<file path="config.mk">
export PLATFORM = sky130hd
export DESIGN_NAME = id_ex_stage_reg
export DESIGN_NICKNAME = d
export VERILOG_FILES = /design/src/rtl/id_ex_stage_reg_pkg.sv /design/src/rtl/id_ex_stage_reg_load_use_detect.sv /design/src/rtl/id_ex_stage_reg.sv
export SDC_FILE = /design/constraint.sdc
export NUM_CORES = 1
export LEC_CHECK = 0
export ABC_AREA = 1
export BUFFER_PORTS_ARGS = -buffer_cell sky130_fd_sc_hd__buf_2
export CAP_MARGIN = 10
export CORE_UTILIZATION = 48
export CTS_CLUSTER_DIAMETER = 120
export CTS_CLUSTER_SIZE = 16
export DETAILED_ROUTE_END_ITERATION = 7
export PLACE_DENSITY = 0.8
export SETUP_SLACK_MARGIN = 0.2
export SYNTH_ARGS = -nofsm -noshare
export SYNTH_HDL_FRONTEND = slang
export SYNTH_SLANG_ARGS = --single-unit
</file>
<file path="constraint.sdc">
create_clock -name clk -period 2.9 [get_ports clk]
set_input_delay 0.145 -clock clk [delete_from_list [all_inputs] [get_ports clk]]
set_output_delay 0.145 -clock clk [all_outputs]
set_load 0.02 [all_outputs]
</file>
<file path="src/rtl/id_ex_stage_reg_pkg.sv">
// Processor-wide constants for the ID/EX stage: widths, ALU op codes,
// stage state encodings and the EX payload carried by the pipeline register.
package id_ex_stage_reg_pkg;

   localparam int unsigned DATA_W = 16;
   localparam int unsigned REG_AW = 3;
   localparam int unsigned OP_W   = 5;

   typedef enum logic [OP_W-1:0] {
      ALU_ADD  = 5'h00,
      ALU_SUB  = 5'h01,
      ALU_AND  = 5'h02,
      ALU_OR   = 5'h03,
      ALU_PASS = 5'h04,
      ALU_XOR  = 5'h05,
      ALU_SLL  = 5'h06,
      ALU_SRL  = 5'h07
   } alu_op_e;

   typedef enum logic {
      ST_RUN    = 1'b0,
      ST_HALTED = 1'b1
   } stage_state_e;

   typedef struct packed {
      logic              valid;
      logic [DATA_W-1:0] pc2;
      logic [DATA_W-1:0] rs_data;
      logic [DATA_W-1:0] rt_data;
      logic [DATA_W-1:0] imm;
      logic [REG_AW-1:0] rs;
      logic [REG_AW-1:0] rt;
      logic [REG_AW-1:0] rd;
      logic [OP_W-1:0]   alu_op;
      logic              reg_write;
      logic              mem_read;
      logic              mem_write;
      logic              halt;
   } ex_payload_t;

   // A bubble carries no live control and zeroed data.
   localparam ex_payload_t EX_BUBBLE = '0;

endpackage

</file>
<file path="src/rtl/id_ex_stage_reg_load_use_detect.sv">
// Load-use hazard detector: an ID instruction reads the destination of a
// load that is still in EX. Shared later with the forwarding unit.
module id_ex_stage_reg_load_use_detect
   import id_ex_stage_reg_pkg::*;
(
   input  logic              id_valid_i,
   input  logic              id_uses_rs_i,
   input  logic              id_uses_rt_i,
   input  logic [REG_AW-1:0] id_rs_i,
   input  logic [REG_AW-1:0] id_rt_i,
   input  logic              ex_valid_i,
   input  logic              ex_mem_read_i,
   input  logic              ex_reg_write_i,
   input  logic [REG_AW-1:0] ex_rd_i,
   output logic              hz_o
);

   logic rs_match;
   logic rt_match;

   assign rs_match = id_uses_rs_i & (id_rs_i == ex_rd_i);
   assign rt_match = id_uses_rt_i & (id_rt_i == ex_rd_i);
   assign hz_o     = id_valid_i & ex_valid_i & ex_mem_read_i & ex_reg_write_i
                     & (rs_match | rt_match);

endmodule

</file>
<file path="src/rtl/id_ex_stage_reg.sv">
// ID/EX pipeline register with load-use bubble insertion, flush, downstream
// stall hold, sticky HALT state and a saturating bubble counter.
module id_ex_stage_reg
   import id_ex_stage_reg_pkg::*;
#(
   parameter int unsigned CNT_W = 16
) (
   input  logic              clk,
   input  logic              rst,
   input  logic              id_valid,
   input  logic [DATA_W-1:0] id_pc2,
   input  logic [DATA_W-1:0] id_rs_data,
   input  logic [DATA_W-1:0] id_rt_data,
   input  logic [DATA_W-1:0] id_imm,
   input  logic [REG_AW-1:0] id_rs,
   input  logic [REG_AW-1:0] id_rt,
   input  logic [REG_AW-1:0] id_rd,
   input  logic              id_uses_rs,
   input  logic              id_uses_rt,
   input  logic [OP_W-1:0]   id_alu_op,
   input  logic              id_reg_write,
   input  logic              id_mem_read,
   input  logic              id_mem_write,
   input  logic              id_halt,
   input  logic              flush,
   input  logic              ex_stall,
   output logic              ex_valid,
   output logic [DATA_W-1:0] ex_pc2,
   output logic [DATA_W-1:0] ex_rs_data,
   output logic [DATA_W-1:0] ex_rt_data,
   output logic [DATA_W-1:0] ex_imm,
   output logic [REG_AW-1:0] ex_rs,
   output logic [REG_AW-1:0] ex_rt,
   output logic [REG_AW-1:0] ex_rd,
   output logic [OP_W-1:0]   ex_alu_op,
   output logic              ex_reg_write,
   output logic              ex_mem_read,
   output logic              ex_mem_write,
   output logic              ex_halt,
   output logic              stall_up,
   output logic              halted,
   output logic [CNT_W-1:0]  bubble_count
);

   ex_payload_t  ex_q;
   ex_payload_t  payload_d;
   stage_state_e state_q;
   logic [CNT_W-1:0] bubble_cnt_q;
   logic         hz;

   id_ex_stage_reg_load_use_detect u_load_use_detect (
      .id_valid_i     (id_valid),
      .id_uses_rs_i   (id_uses_rs),
      .id_uses_rt_i   (id_uses_rt),
      .id_rs_i        (id_rs),
      .id_rt_i        (id_rt),
      .ex_valid_i     (ex_q.valid),
      .ex_mem_read_i  (ex_q.mem_read),
      .ex_reg_write_i (ex_q.reg_write),
      .ex_rd_i        (ex_q.rd),
      .hz_o           (hz)
   );

   // Captured ID slot; control bits are gated so an empty slot is inert.
   always_comb begin
      payload_d           = EX_BUBBLE;
      payload_d.valid     = id_valid;
      payload_d.pc2       = id_pc2;
      payload_d.rs_data   = id_rs_data;
      payload_d.rt_data   = id_rt_data;
      payload_d.imm       = id_imm;
      payload_d.rs        = id_rs;
      payload_d.rt        = id_rt;
      payload_d.rd        = id_rd;
      payload_d.alu_op    = id_alu_op;
      payload_d.reg_write = id_reg_write & id_valid;
      payload_d.mem_read  = id_mem_read  & id_valid;
      payload_d.mem_write = id_mem_write & id_valid;
      payload_d.halt      = id_halt      & id_valid;
   end

   // Priority: reset, flush, downstream stall, halted, load-use, capture.
   always_ff @(posedge clk) begin
      if (rst) begin
         ex_q         <= EX_BUBBLE;
         state_q      <= ST_RUN;
         bubble_cnt_q <= '0;
      end else if (flush) begin
         ex_q <= EX_BUBBLE;
      end else if (ex_stall) begin
         ex_q <= ex_q;
      end else if (state_q == ST_HALTED) begin
         ex_q <= EX_BUBBLE;
      end else if (hz) begin
         ex_q <= EX_BUBBLE;
         if (bubble_cnt_q != {CNT_W{1'b1}}) begin
            bubble_cnt_q <= bubble_cnt_q + CNT_W'(1);
         end
      end else begin
         ex_q <= payload_d;
         if (payload_d.halt) begin
            state_q <= ST_HALTED;
         end
      end
   end

   assign stall_up     = ~flush & (ex_stall | hz | (state_q == ST_HALTED));
   assign halted       = (state_q == ST_HALTED);
   assign bubble_count = bubble_cnt_q;

   assign ex_valid     = ex_q.valid;
   assign ex_pc2       = ex_q.pc2;
   assign ex_rs_data   = ex_q.rs_data;
   assign ex_rt_data   = ex_q.rt_data;
   assign ex_imm       = ex_q.imm;
   assign ex_rs        = ex_q.rs;
   assign ex_rt        = ex_q.rt;
   assign ex_rd        = ex_q.rd;
   assign ex_alu_op    = ex_q.alu_op;
   assign ex_reg_write = ex_q.reg_write;
   assign ex_mem_read  = ex_q.mem_read;
   assign ex_mem_write = ex_q.mem_write;
   assign ex_halt      = ex_q.halt;

endmodule
</file>
==> results of run 1 <==
cell usage in the layout (no fill, tap or decap):
cell / instances
sky130_fd_sc_hd__ha_1: 1
sky130_fd_sc_hd__nand3_2: 50
sky130_fd_sc_hd__clkinv_1: 1
sky130_fd_sc_hd__a21oi_1: 45
sky130_fd_sc_hd__nand2_2: 3
sky130_fd_sc_hd__inv_8: 1
sky130_fd_sc_hd__inv_2: 3
sky130_fd_sc_hd__buf_4: 6
sky130_fd_sc_hd__dlygate4sd3_1: 1
sky130_fd_sc_hd__nand4_1: 8
sky130_fd_sc_hd__nand2_4: 2
sky130_fd_sc_hd__nor2_2: 3
sky130_fd_sc_hd__nand3_1: 42
sky130_fd_sc_hd__clkinvlp_4: 2
sky130_fd_sc_hd__nand2_1: 140
sky130_fd_sc_hd__nand4_2: 1
sky130_fd_sc_hd__nor3_1: 1
sky130_fd_sc_hd__nor2_1: 40
sky130_fd_sc_hd__dfxtp_1: 100
sky130_fd_sc_hd__clkbuf_8: 10
sky130_fd_sc_hd__nor2_4: 3
sky130_fd_sc_hd__buf_2: 189
sky130_fd_sc_hd__clkbuf_1: 1
sky130_fd_sc_hd__a21oi_2: 50
sky130_fd_sc_hd__buf_12: 1
sky130_fd_sc_hd__xor2_1: 3
sky130_fd_sc_hd__inv_1: 23
sky130_fd_sc_hd__inv_6: 1
sky130_fd_sc_hd__clkinv_4: 1
metal layers:
metal	share of wire, %	global-route usage, %
met1	44	29.37
met5	0	0
met2	49	40.16
met4	1.5	7.466
met3	5.6	4.875
state kept, by name (all words and copies together), names as in the netlist, 3 cells and up:
signal	count
ex_rs_data	16
ex_rt	3
ex_pc2	16
ex_imm	16
ex_alu_op	5
ex_rd	3
bubble_count	16
ex_rs	3
ex_rt_data	16
cells in the mapped netlist, types with 2 or more instances:
library cell and count:
sky130_fd_sc_hd__nand4_1 8, sky130_fd_sc_hd__inv_2 3, sky130_fd_sc_hd__dfxtp_1 100, sky130_fd_sc_hd__buf_6 2, sky130_fd_sc_hd__buf_8 6, sky130_fd_sc_hd__buf_2 17
sky130_fd_sc_hd__nand3_2 50, sky130_fd_sc_hd__nor2_2 3, sky130_fd_sc_hd__a21oi_1 45, sky130_fd_sc_hd__nand3_1 42, sky130_fd_sc_hd__xor2_1 3, sky130_fd_sc_hd__nor2_1 41
sky130_fd_sc_hd__nand2_1 141, sky130_fd_sc_hd__nor2_4 2, sky130_fd_sc_hd__a21oi_2 50, sky130_fd_sc_hd__clkbuf_1 14, sky130_fd_sc_hd__nand2_2 3, sky130_fd_sc_hd__inv_1 23
power breakdown:
part	internal, uW	switching (uW)	leakage (uW)
Combinational	136	225	0.00172
Sequential	1410	19.4	0.000812
Clock	347	492	0.0000881
cell families after synthesis:
logic type / after synthesis
compound gates: 95
xor+xnor: 3
fa+ha+maj: 1
buf+inv: 66
flops: 100
simple gates: 293
worst min-delay path by stage:
stage,startpoint,slack (ps),endpoint,cells past startpoint
CTS,id_pc2[12],10,ex_pc2[12]$_SDFFE_PP0N_,3
floorplan,rst,210,halted$_SDFFE_PP0P_,1
global route,id_pc2[12],6,ex_pc2[12]$_SDFFE_PP0N_,3
global placement,rst,340,halted$_SDFFE_PP0P_,2
finish,id_pc2[12],30,ex_pc2[12]$_SDFFE_PP0N_,3
detailed placement,rst,340,halted$_SDFFE_PP0P_,2
per-stage QoR:
| stage | util [%] | power [uW] |
|---|---|---|
| floorplan | - | 1676 |
| global placement | 59.80 | 1810 |
| detailed placement | 59.80 | 1820 |
| CTS | 61.91 | 2658 |
| global route | 61.91 | 2750 |
| finish | 61.91 | 2627 |
area by class of cell:
type,count,area (sq um),share of cell area (%)
Sequential cell,100,2002,35.00
Clock buffer,11,141.4,2.472
Inverter,27,101.3,1.772
Timing Repair Buffer,197,1021,17.85
Multi-Input combinational cell,392,2250,39.33
Clock inverter,5,43.79,0.7655
Tap cell,129,161.4,2.822
worst max-delay path, stage by stage, from the launching register on:
cell and delay [ps]:
sky130_fd_sc_hd__dfxtp_1 400, sky130_fd_sc_hd__inv_1 70, sky130_fd_sc_hd__nand2_1 60, sky130_fd_sc_hd__nand2_1 50, sky130_fd_sc_hd__nor2_1 90, sky130_fd_sc_hd__nand2_1 70
sky130_fd_sc_hd__nand2_2 100, sky130_fd_sc_hd__nand2_4 310, sky130_fd_sc_hd__a21oi_1 290, sky130_fd_sc_hd__buf_2 200
timing repair:
item,4_1_cts,5_1_grt
buffers inserted,0,0
endpoints found under the hold margin,1,0
hold buffers,1,0
==> results.json, run 1 <==
{
  "cts_tree": "built",
  "tritoncts.num_buffers": 9,
  "synth_area_per_cell_sq_um": 8.222,
  "critical_path_peak_fanout": 46,
  "regToRegEndpoint": "ex_mem_read$_SDFFE_PP0N_",
  "netlist-cell-type-count": 23,
  "synthDominantAreaCellType": "sky130_fd_sc_hd__dfxtp_1",
  "portBuffers": 189,
  "replace_congestion": 0.8359,
  "final.setup_skew_ps": 13.39,
  "drv.max_cap_violation_count": 0,
  "setup.worst_path.end_class": "output pin",
  "worstSetupStartpointType": "flop",
  "reg2reg_slack_ps": 800,
  "place_area_sq_mm": 0.005525,
  "starting_density_of_the_core_pct": 49.65,
  "drtPass1Iterations": 4,
  "syn-cell-area_sq_mm": 0.004588,
  "synth_async_sr_flop_share_pct": 0,
  "cp_startpoint": "ex_rd[1]$_SDFFE_PP0N_",
  "synth-compound-area-share_pct": 14.45,
  "timing.fmax_ghz": 0.4590,
  "reg2regPathDepth": 9,
  "final_net_count": 817,
  "grt_setup_unrepaired": "false",
  "critPathKind": "reg -> out",
  "grt_antenna_before_repair": 0,
  "timing.final.hold_violations": 0,
  "dieArea_sq_mm": 0.009954,
  "syn2layout_area_growth_pct": 24.68,
  "synth_sequential_area_ratio_pct": 43.63,
  "gr-usage-all-layers_pct": 23.39,
  "final_max_slew_viol_count": 0,
  "syn_nets": 648,
  "floorplan.io_pins": 190,
  "fin_crit_ps": 2179,
  "rr_startpoint": "ex_rd[0]$_SDFFE_PP0N_",
  "cts_resized": 0,
  "layout.filler_cells": 841,
  "setup_slack_ps": 721.1,
  "clock_tree.htree_level_count": 3,
  "yosys.area_share.adder_pct": 0.2727,
  "grt_start_max_net_pins": 85,
  "worst-endpoint-arrival_ps": 2030,
  "cp.required_ps": 2760,
  "share_of_the_cycle_needed_by_the_critical_path_after_routing_pct": 75.13,
  "synthMuxAreaShare_pct": 0,
  "floorplan.core_area_sq_mm": 0.009240,
  "number_of_global_route_vias_before_repair": 4043,
  "layout.cell_area.non_filler_sq_mm": 0.005720,
  "synth_xor_xnor_area_share_pct": 0.5727,
  "holdWs_ps": 25.96,
  "num_antenna_cells": 0,
  "dpl.hpwl_um": 8171,
  "powerDensity_mw_per_mm2": 459.2,
  "floorplan.die.height_um": 99.77,
  "row_count": 35,
  "tritoncts_num_sinks": 100,
  "drt_wl_total_um": 11720,
  "yosys_warn_count": 0,
  "clock_slew_seen_by_the_registers_of_the_worst_setup_and_hold_paths_ps": 100,
  "ffs_latches_synth": 100,
  "vdd_drop_max_v": 0.0002038,
  "clock_root_buffer_master": "sky130_fd_sc_hd__clkbuf_8",
  "synth_enable_flop_cells": 0,
  "avgRoutedWirePerCell_um": 13.61,
  "yosys-top-cells-area": "sky130_fd_sc_hd__dfxtp_1 (44%), sky130_fd_sc_hd__nand2_1 (12%), sky130_fd_sc_hd__nand3_2 (11%)",
  "die_width_um": 99.77,
  "place_worst_setup_slack_ps": 844.7,
  "critical_path.endpoint": "stall_up",
  "vias": 4364,
  "dp_cells": 844,
  "grt_first_pass_wirelength_um": 18840,
  "post_route_cells_drive_above_1_share_pct": 44.54,
  "netlist.area_leader.share_pct": 43.63,
  "combinational_family_with_the_most_area_after_synthesis": "simple AND/OR/NAND/NOR gates",
  "power.leakage_uw": 0.002623,
  "drt_iter0_drc": 175,
  "post_synth_and_or_nand_nor_area_fraction_pct": 33.41,
  "worstSkewPairLatency_ps": 360,
  "avgViaCountPerCell": 5.069,
  "min_path_type": "in -> reg",
  "synthFlopType": "sky130_fd_sc_hd__dfxtp_1",
  "grt.overflow.total": 0,
  "max-slew-margin-rel_pct": 44.02,
  "setup_viol_count_final": 0,
  "setup_tns_ps": 0,
  "ant_nets": 0,
  "outcome": "finished, final reports clean",
  "synthCells": 558,
  "finish.cell_count_without_fillers": 861,
  "max-clock-path-buffers": 2,
  "worst_max_slew_pin_slew_ps": 839.7,
  "drc_viols": 0
}
Power figures use the tool's default switching activity.
==> inputs of run 2 (changes only) <==
Clock period 2.9 ns to 2.05 ns, I/O delays scaled along.
==> run 2 against run 1 <==
  * Sequential power grew 41%
  * Utilization grew 8.0 points
  * Clock-buffer cell count shrank 2
  * Largest cell class unchanged
  * Routed wire length grew 15%
  * Non-clock buffer count grew 65
  * First-iteration DRC count grew 1.1%
  * Power grew 51%
  * Cell count grew 7.7%
  * Sequential share of layout area shrank 3.9 points
==> results.json, run 2 (synthesis gave the netlist of run 1 again) <==
{
  "outcome": "finished, final reports clean",
  "gr-usage-all-layers_pct": 26.44,
  "starting_density_of_the_core_pct": 49.65,
  "drt_wl_total_um": 13460,
  "final.setup_skew_ps": 8.541,
  "grt.overflow.total": 0,
  "holdCritStartpoint": "id_rs_data[7]",
  "die_width_um": 99.77,
  "drt_iter0_drc": 177,
  "powerDensity_mw_per_mm2": 614.2,
  "reg2reg_slack_ps": 340,
  "worst-endpoint-arrival_ps": 2000,
  "avgRoutedWirePerCell_um": 14.52,
  "finish.cell_count_without_fillers": 927,
  "number_of_global_route_vias_before_repair": 4459,
  "num_antenna_cells": 0,
  "tritoncts.num_buffers": 9,
  "clock_root_buffer_master": "sky130_fd_sc_hd__clkbuf_8",
  "share_of_the_cycle_needed_by_the_critical_path_after_routing_pct": 83.51,
  "critical_path_peak_fanout": 39,
  "fin_crit_ps": 1712,
  "setup.worst_path.end_class": "flop",
  "holdPathEnd": "ex_rs_data[7]$_SDFFE_PP0N_",
  "cp.required_ps": 2340,
  "critPathKind": "reg -> reg",
  "vdd_drop_max_v": 0.0003047,
  "clock_tree.htree_level_count": 3,
  "max-clock-path-buffers": 2,
  "grt_antenna_before_repair": 0,
  "grt_setup_unrepaired": "false",
  "layout_commonest_cell": "sky130_fd_sc_hd__buf_2",
  "setup_tns_ps": 0,
  "power.leakage_uw": 0.002918,
  "dp_cells": 844,
  "hold_path_depth": 3,
  "ant_nets": 0,
  "worst_max_slew_pin_slew_ps": 851.6,
  "floorplan.core_area_sq_mm": 0.009240,
  "grt_first_pass_wirelength_um": 21040,
  "post_route_cells_drive_above_1_share_pct": 41.73,
  "worstSkewPairLatency_ps": 360,
  "crit_path_top_delay_cell": "sky130_fd_sc_hd__dfxtp_1",
  "path_cells": "nand2_1 -> nand2_1 -> nor2_1 -> nand2_1 -> nand2_4 -> nand2_8 -> buf_6 -> nand3_2 -> a21oi_2",
  "final_net_count": 883,
  "regToRegEndpoint": "ex_rs_data[13]$_SDFFE_PP0N_",
  "dpl.hpwl_um": 8272,
  "row_count": 35,
  "rr_startpoint": "ex_rd[0]$_SDFFE_PP0N_",
  "floorplan.io_pins": 190,
  "dieArea_sq_mm": 0.009954,
  "drc_viols": 0,
  "worstSetupStartpointType": "flop",
  "drv.max_cap_violation_count": 0,
  "max-slew-margin-rel_pct": 43.23,
  "floorplan.die.height_um": 99.77,
  "cp_startpoint": "ex_rd[0]$_SDFFE_PP0N_",
  "final_max_slew_viol_count": 0,
  "syn2layout_area_growth_pct": 40.80,
  "tritoncts_num_sinks": 100,
  "drtPass1Iterations": 4,
  "replace_congestion": 0.8143,
  "cts_tree": "built",
  "vias": 4720,
  "timing.final.hold_violations": 0,
  "clock_slew_seen_by_the_registers_of_the_worst_setup_and_hold_paths_ps": 110,
  "portBuffers": 189,
  "timing.fmax_ghz": 0.5842,
  "slowest_delay_ps": 420,
  "min_path_type": "in -> reg",
  "reg2regPathDepth": 9,
  "avgViaCountPerCell": 5.092,
  "crit_path_frequent_cell": "sky130_fd_sc_hd__nand2_1",
  "layout.cells.most_common_list": "sky130_fd_sc_hd__buf_2 (188), sky130_fd_sc_hd__nand2_1 (140), sky130_fd_sc_hd__dfxtp_1 (98), sky130_fd_sc_hd__dlygate4sd3_1 (65), sky130_fd_sc_hd__a21oi_2 (51)",
  "grt_start_max_net_pins": 85,
  "setup_viol_count_final": 0
}
run 2: layer usage:
layer	up-vias	part of all wire [%]	GRT usage, %
met2	164	51	46.63
met1	2231	41	31.86
met5	-	0	0
met3	24	6.0	4.735
met4	0	2.2	10.52
li1	2301	-	-
run 2: worst max path at each step:
stage | endpoint | slack (ps)
3_3_place_gp | ex_mem_write$_SDFFE_PP0N_ | 280
4_1_cts | ex_reg_write$_SDFFE_PP0N_ | 210
3_5_place_dp | bubble_count[6]$_SDFFE_PP0P_ | 200
6_report | ex_rs_data[13]$_SDFFE_PP0N_ | 340
5_1_grt | bubble_count[14]$_SDFFE_PP0P_ | 210
2_1_floorplan | bubble_count[3]$_SDFFE_PP0P_ | 410
run 2: layout make-up:
| type | instances | area, sq um |
|---|---|---|
| Multi-Input combinational cell | 393 | 2281 |
| Sequential cell | 100 | 2007 |
| Clock buffer | 9 | 123.9 |
| Fill cell | 755 | 2780 |
| Clock inverter | 7 | 81.33 |
| Timing Repair Buffer | 262 | 1704 |
| Tap cell | 129 | 161.4 |
| Inverter | 27 | 101.3 |
run 2: per-stage QoR:
stage	utilization, %	power (uW)	hold WS [ps]	instance area [sq um]	setup WS [ps]
after floorplan	-	2371	171.6	4588	413.7
after global placement	60.07	2565	301.8	5550	279.3
after detailed placement	60.07	2582	314.2	5550	201.8
after CTS	69.33	3989	0.6030	6406	206.4
after global routing	69.91	4133	0.1860	6460	205.1
final	69.91	3968	17.81	6460	338.1
run 2: report_power, final:
part	leakage [uW]	internal, uW	total [uW]	switching, uW
registers	0.000813	1990	2020	27.5
logic	0.00200	281	631	350
clock network	0.000107	587	1320	730
total	0.00292	2860	3970	1110
run 2: worst max-delay path: cells and delay by family (launching register included):
family          cells  cell delay, ps
simple gates        7             650
compound gates      1             160
flops               1             420
buf+inv             1             380
run 2: repair_timing:
action                                 4_1_cts  5_1_grt
hold buffers                                65        0
cloned                                       0        1
endpoints found under the hold margin       65        0
setup endpoints to repair                    1       81
gates resized for setup                      0       11
setup buffers                                0        1
pin swaps                                    1        2
==> inputs of run 3 (changes only) <==
Settings changed: ABC_AREA 1 to 0, CORE_UTILIZATION 48 to 46.
Clock period 2.05 ns to 1.8 ns, I/O delays scaled along.
==> run 3 against run 2 <==
  * Critical endpoint is now stall_up
  * Via count is 9.0% higher
  * Routed wire length increased by 42%
  * Cell count down 15%
  * Critical path depth fell by 2
  * Clock-buffer cell count up 2
  * Global-route usage up 6.4 points
  * Power grew 16%
  * Non-clock buffer count up 44
  * Hold slack worse by 16 ps
  * Register-to-register slack worse by 410 ps
  * Flip-flop and latch count unchanged
  * Setup slack got worse by 460 ps
  * The flow now finishes with violations (setup timing)
  * Largest power group unchanged
==> results.json, run 3 <==
{
  "die_width_um": 93.80,
  "setup_slack_ps": -118.2,
  "drt_iter0_drc": 468,
  "max-clock-path-buffers": 2,
  "gr-usage-all-layers_pct": 32.84,
  "place_worst_setup_slack_ps": -59.24,
  "final_net_count": 772,
  "ant_nets": 0,
  "post_route_cells_drive_above_1_share_pct": 50.51,
  "floorplan.io_pins": 190,
  "grt.overflow.total": 0,
  "critPathKind": "reg -> out",
  "grt_setup_unrepaired": "true",
  "clock_tree.htree_level_count": 3,
  "num_antenna_cells": 0,
  "grt_first_pass_wirelength_um": 22430,
  "timing.fmax_ghz": 0.5213,
  "min_path_type": "in -> reg",
  "dieArea_sq_mm": 0.008798,
  "synth_area_per_cell_sq_um": 9.524,
  "powerDensity_mw_per_mm2": 662.4,
  "avgRoutedWirePerCell_um": 24.18,
  "ffs_latches_synth": 100,
  "violations": "setup timing",
  "netlist.area_leader.share_pct": 51.65,
  "portBuffers": 189,
  "yosys-top-cells-area": "sky130_fd_sc_hd__dfxtp_1 (52%), sky130_fd_sc_hd__a32oi_1 (18%), sky130_fd_sc_hd__nor2_1 (7.9%)",
  "number_of_global_route_vias_before_repair": 4659,
  "synthCells": 407,
  "reg2regPathDepth": 9,
  "grt_start_max_net_pins": 85,
  "synthFlopType": "sky130_fd_sc_hd__dfxtp_1",
  "max-slew-margin-rel_pct": 25.11,
  "layout.cells.most_common_list": "sky130_fd_sc_hd__buf_2 (188), sky130_fd_sc_hd__dfxtp_1 (90), sky130_fd_sc_hd__nor2_1 (81), sky130_fd_sc_hd__dlygate4sd3_1 (65), sky130_fd_sc_hd__a32oi_1 (40)",
  "power.leakage_uw": 0.002981,
  "share_of_the_cycle_needed_by_the_critical_path_after_routing_pct": 106.6,
  "syn2layout_area_growth_pct": 79.05,
  "drt_wl_total_um": 19150,
  "clock_root_buffer_master": "sky130_fd_sc_hd__clkbuf_8",
  "crit_path_frequent_cell": "sky130_fd_sc_hd__buf_12",
  "setup.worst_path.end_class": "output pin",
  "outcome": "complete, but fails checks",
  "dpl.hpwl_um": 7667,
  "cp_startpoint": "ex_rd[0]$_SDFFE_PP0N_",
  "layout.filler_cells": 366,
  "drc_viols": 0,
  "worst-endpoint-arrival_ps": 1830,
  "synthMostInstantiatedCell": "sky130_fd_sc_hd__dfxtp_1",
  "holdCritStartpoint": "id_rs_data[9]",
  "hold_path_depth": 3,
  "vias": 5144,
  "floorplan.core_area_sq_mm": 0.008175,
  "synth_async_sr_flop_share_pct": 0,
  "cts_tree": "built",
  "clock_slew_seen_by_the_registers_of_the_worst_setup_and_hold_paths_ps": 100,
  "synthDominantAreaCellType": "sky130_fd_sc_hd__dfxtp_1",
  "synthTopCellsByCount": "sky130_fd_sc_hd__dfxtp_1 (100), sky130_fd_sc_hd__nor2_1 (82), sky130_fd_sc_hd__a32oi_1 (79), sky130_fd_sc_hd__clkbuf_1 (29), sky130_fd_sc_hd__a21oi_1 (21)",
  "syn-cell-area_sq_mm": 0.003876,
  "final_max_slew_viol_count": 0,
  "synth_enable_flop_cells": 0,
  "netlist-cell-type-count": 33,
  "synth_sequential_area_ratio_pct": 51.65,
  "post-layout-total-power_uw": 4597,
  "slowest_delay_ps": 380,
  "row_count": 33,
  "tritoncts.num_buffers": 9,
  "worstSkewPairLatency_ps": 370,
  "replace_congestion": 0.8117,
  "worstSetupStartpointType": "flop",
  "final.setup_skew_ps": 9.664,
  "crit_path_top_delay_cell": "sky130_fd_sc_hd__dfxtp_4",
  "critical_path_peak_fanout": 4,
  "drtPass1Iterations": 5,
  "cp.required_ps": 1710,
  "fin_crit_ps": 1918,
  "vdd_drop_max_v": 0.0005339,
  "avgViaCountPerCell": 6.495,
  "worst_max_slew_pin_slew_ps": 1123,
  "drv.max_cap_violation_count": 0,
  "yosys_warn_count": 0,
  "layout_commonest_cell": "sky130_fd_sc_hd__buf_2",
  "setup_viol_count_final": 49,
  "timing.final.hold_violations": 0,
  "tritoncts_num_sinks": 100,
  "grt_antenna_before_repair": 0,
  "starting_density_of_the_core_pct": 47.41,
  "path_cells": "xnor2_2 -> and4_4 -> buf_12 -> o21ai_4 -> buf_12 -> a21oi_4 -> buf_6",
  "rr_startpoint": "ex_rd[0]$_SDFFE_PP0N_",
  "syn_nets": 497,
  "floorplan.die.height_um": 93.80
}
==> run 3: cell types whose count changed after synthesis, sizes merged, moves of 10 or more <==
cell	previous run	this run
inv	26	2
buf	25	15
nand3	92	7
a32oi	0	79
clkbuf	14	29
o31ai	0	13
or4	0	13
nand2	145	8
nor2	46	82
a21oi	95	21
==> run 3: per-stage QoR <==
| stage | setup TNS, ps | instance area, sq um | utilization [%] | hold WS, ps | std cells |
|---|---|---|---|---|---|
| 4_1_cts | -16.38 | 6287 | 76.91 | 0.2154 | 778 |
| 3_3_place_gp | 0 | 4989 | 61.02 | 340.3 | 671 |
| 6_report | -1616 | 6940 | 84.89 | 1.555 | 792 |
| 3_5_place_dp | -83.45 | 4989 | 61.02 | 351.5 | 671 |
| 2_1_floorplan | -23.15 | 3951 | - | 221.7 | 407 |
| 5_1_grt | -4652 | 6940 | 84.89 | 4.318 | 792 |
==> run 3: worst paths after layout <==
check / to / slack, ps
worst max-delay path: stall_up / -120
worst min-delay path: ex_rs_data[9]$_SDFFE_PP0N_ / 2
worst min register to register: ex_imm[10]$_SDFFE_PP0N_ / 500
worst max register to register: ex_rt[1]$_SDFFE_PP0N_ / -70
==> run 3: final cells by class <==
class | count | area [sq um] | area share (%)
timing repair buffer | 306 | 2377 | 34.25
multi-input combinational | 263 | 2190 | 31.55
sequential | 100 | 2032 | 29.28
clock buffer | 11 | 141.4 | 2.037
tap | 105 | 131.4 | 1.893
clock inverter | 5 | 61.31 | 0.8834
inverter | 2 | 7.507 | 0.1082
==> run 3: cells by family after synthesis <==
logic type,after synthesis,share of synthesized area [%]
XOR/XNOR,6,1.356
buffers and inverters,46,5.003
AND/OR/NAND/NOR,133,16.62
adder cells (fa/ha/maj),1,0.3227
AO/OA/AOI/OAI,121,25.05
flip-flops,100,51.65
==> run 3: metal layers <==
layer  vias up  share of wire, %  wire (um)  GRT usage (%)
met2       446                48       9114          53.95
met3       150                10       1975          8.738
li1       2117                 -          -              -
met4         0               7.7       1469          20.77
met1      2431                34       6595          37.70
met5         -                 0          0              0
==> run 3: critical path, delay by kind of cell, from the launching register on <==
family / cells / cell delay, ps
buf+inv: 3 / 400
flops: 1 / 380
compound gates: 2 / 270
simple gates: 1 / 260
xor+xnor: 1 / 150
==> run 3: power by group <==
group	switching [uW]	total [uW]	internal (uW)	leakage [uW]
logic	412	771	359	0.00206
registers	44.9	2310	2260	0.000820
clock network	832	1520	688	0.000103
==> run 3: timing repair <==
item	4_1_cts	5_1_grt
gates resized for setup	35	69
endpoints found under the hold margin	64	1
pin swaps	76	57
hold buffers	64	1
setup buffers	18	5
endpoints found under the setup margin	97	101
cloned	9	8
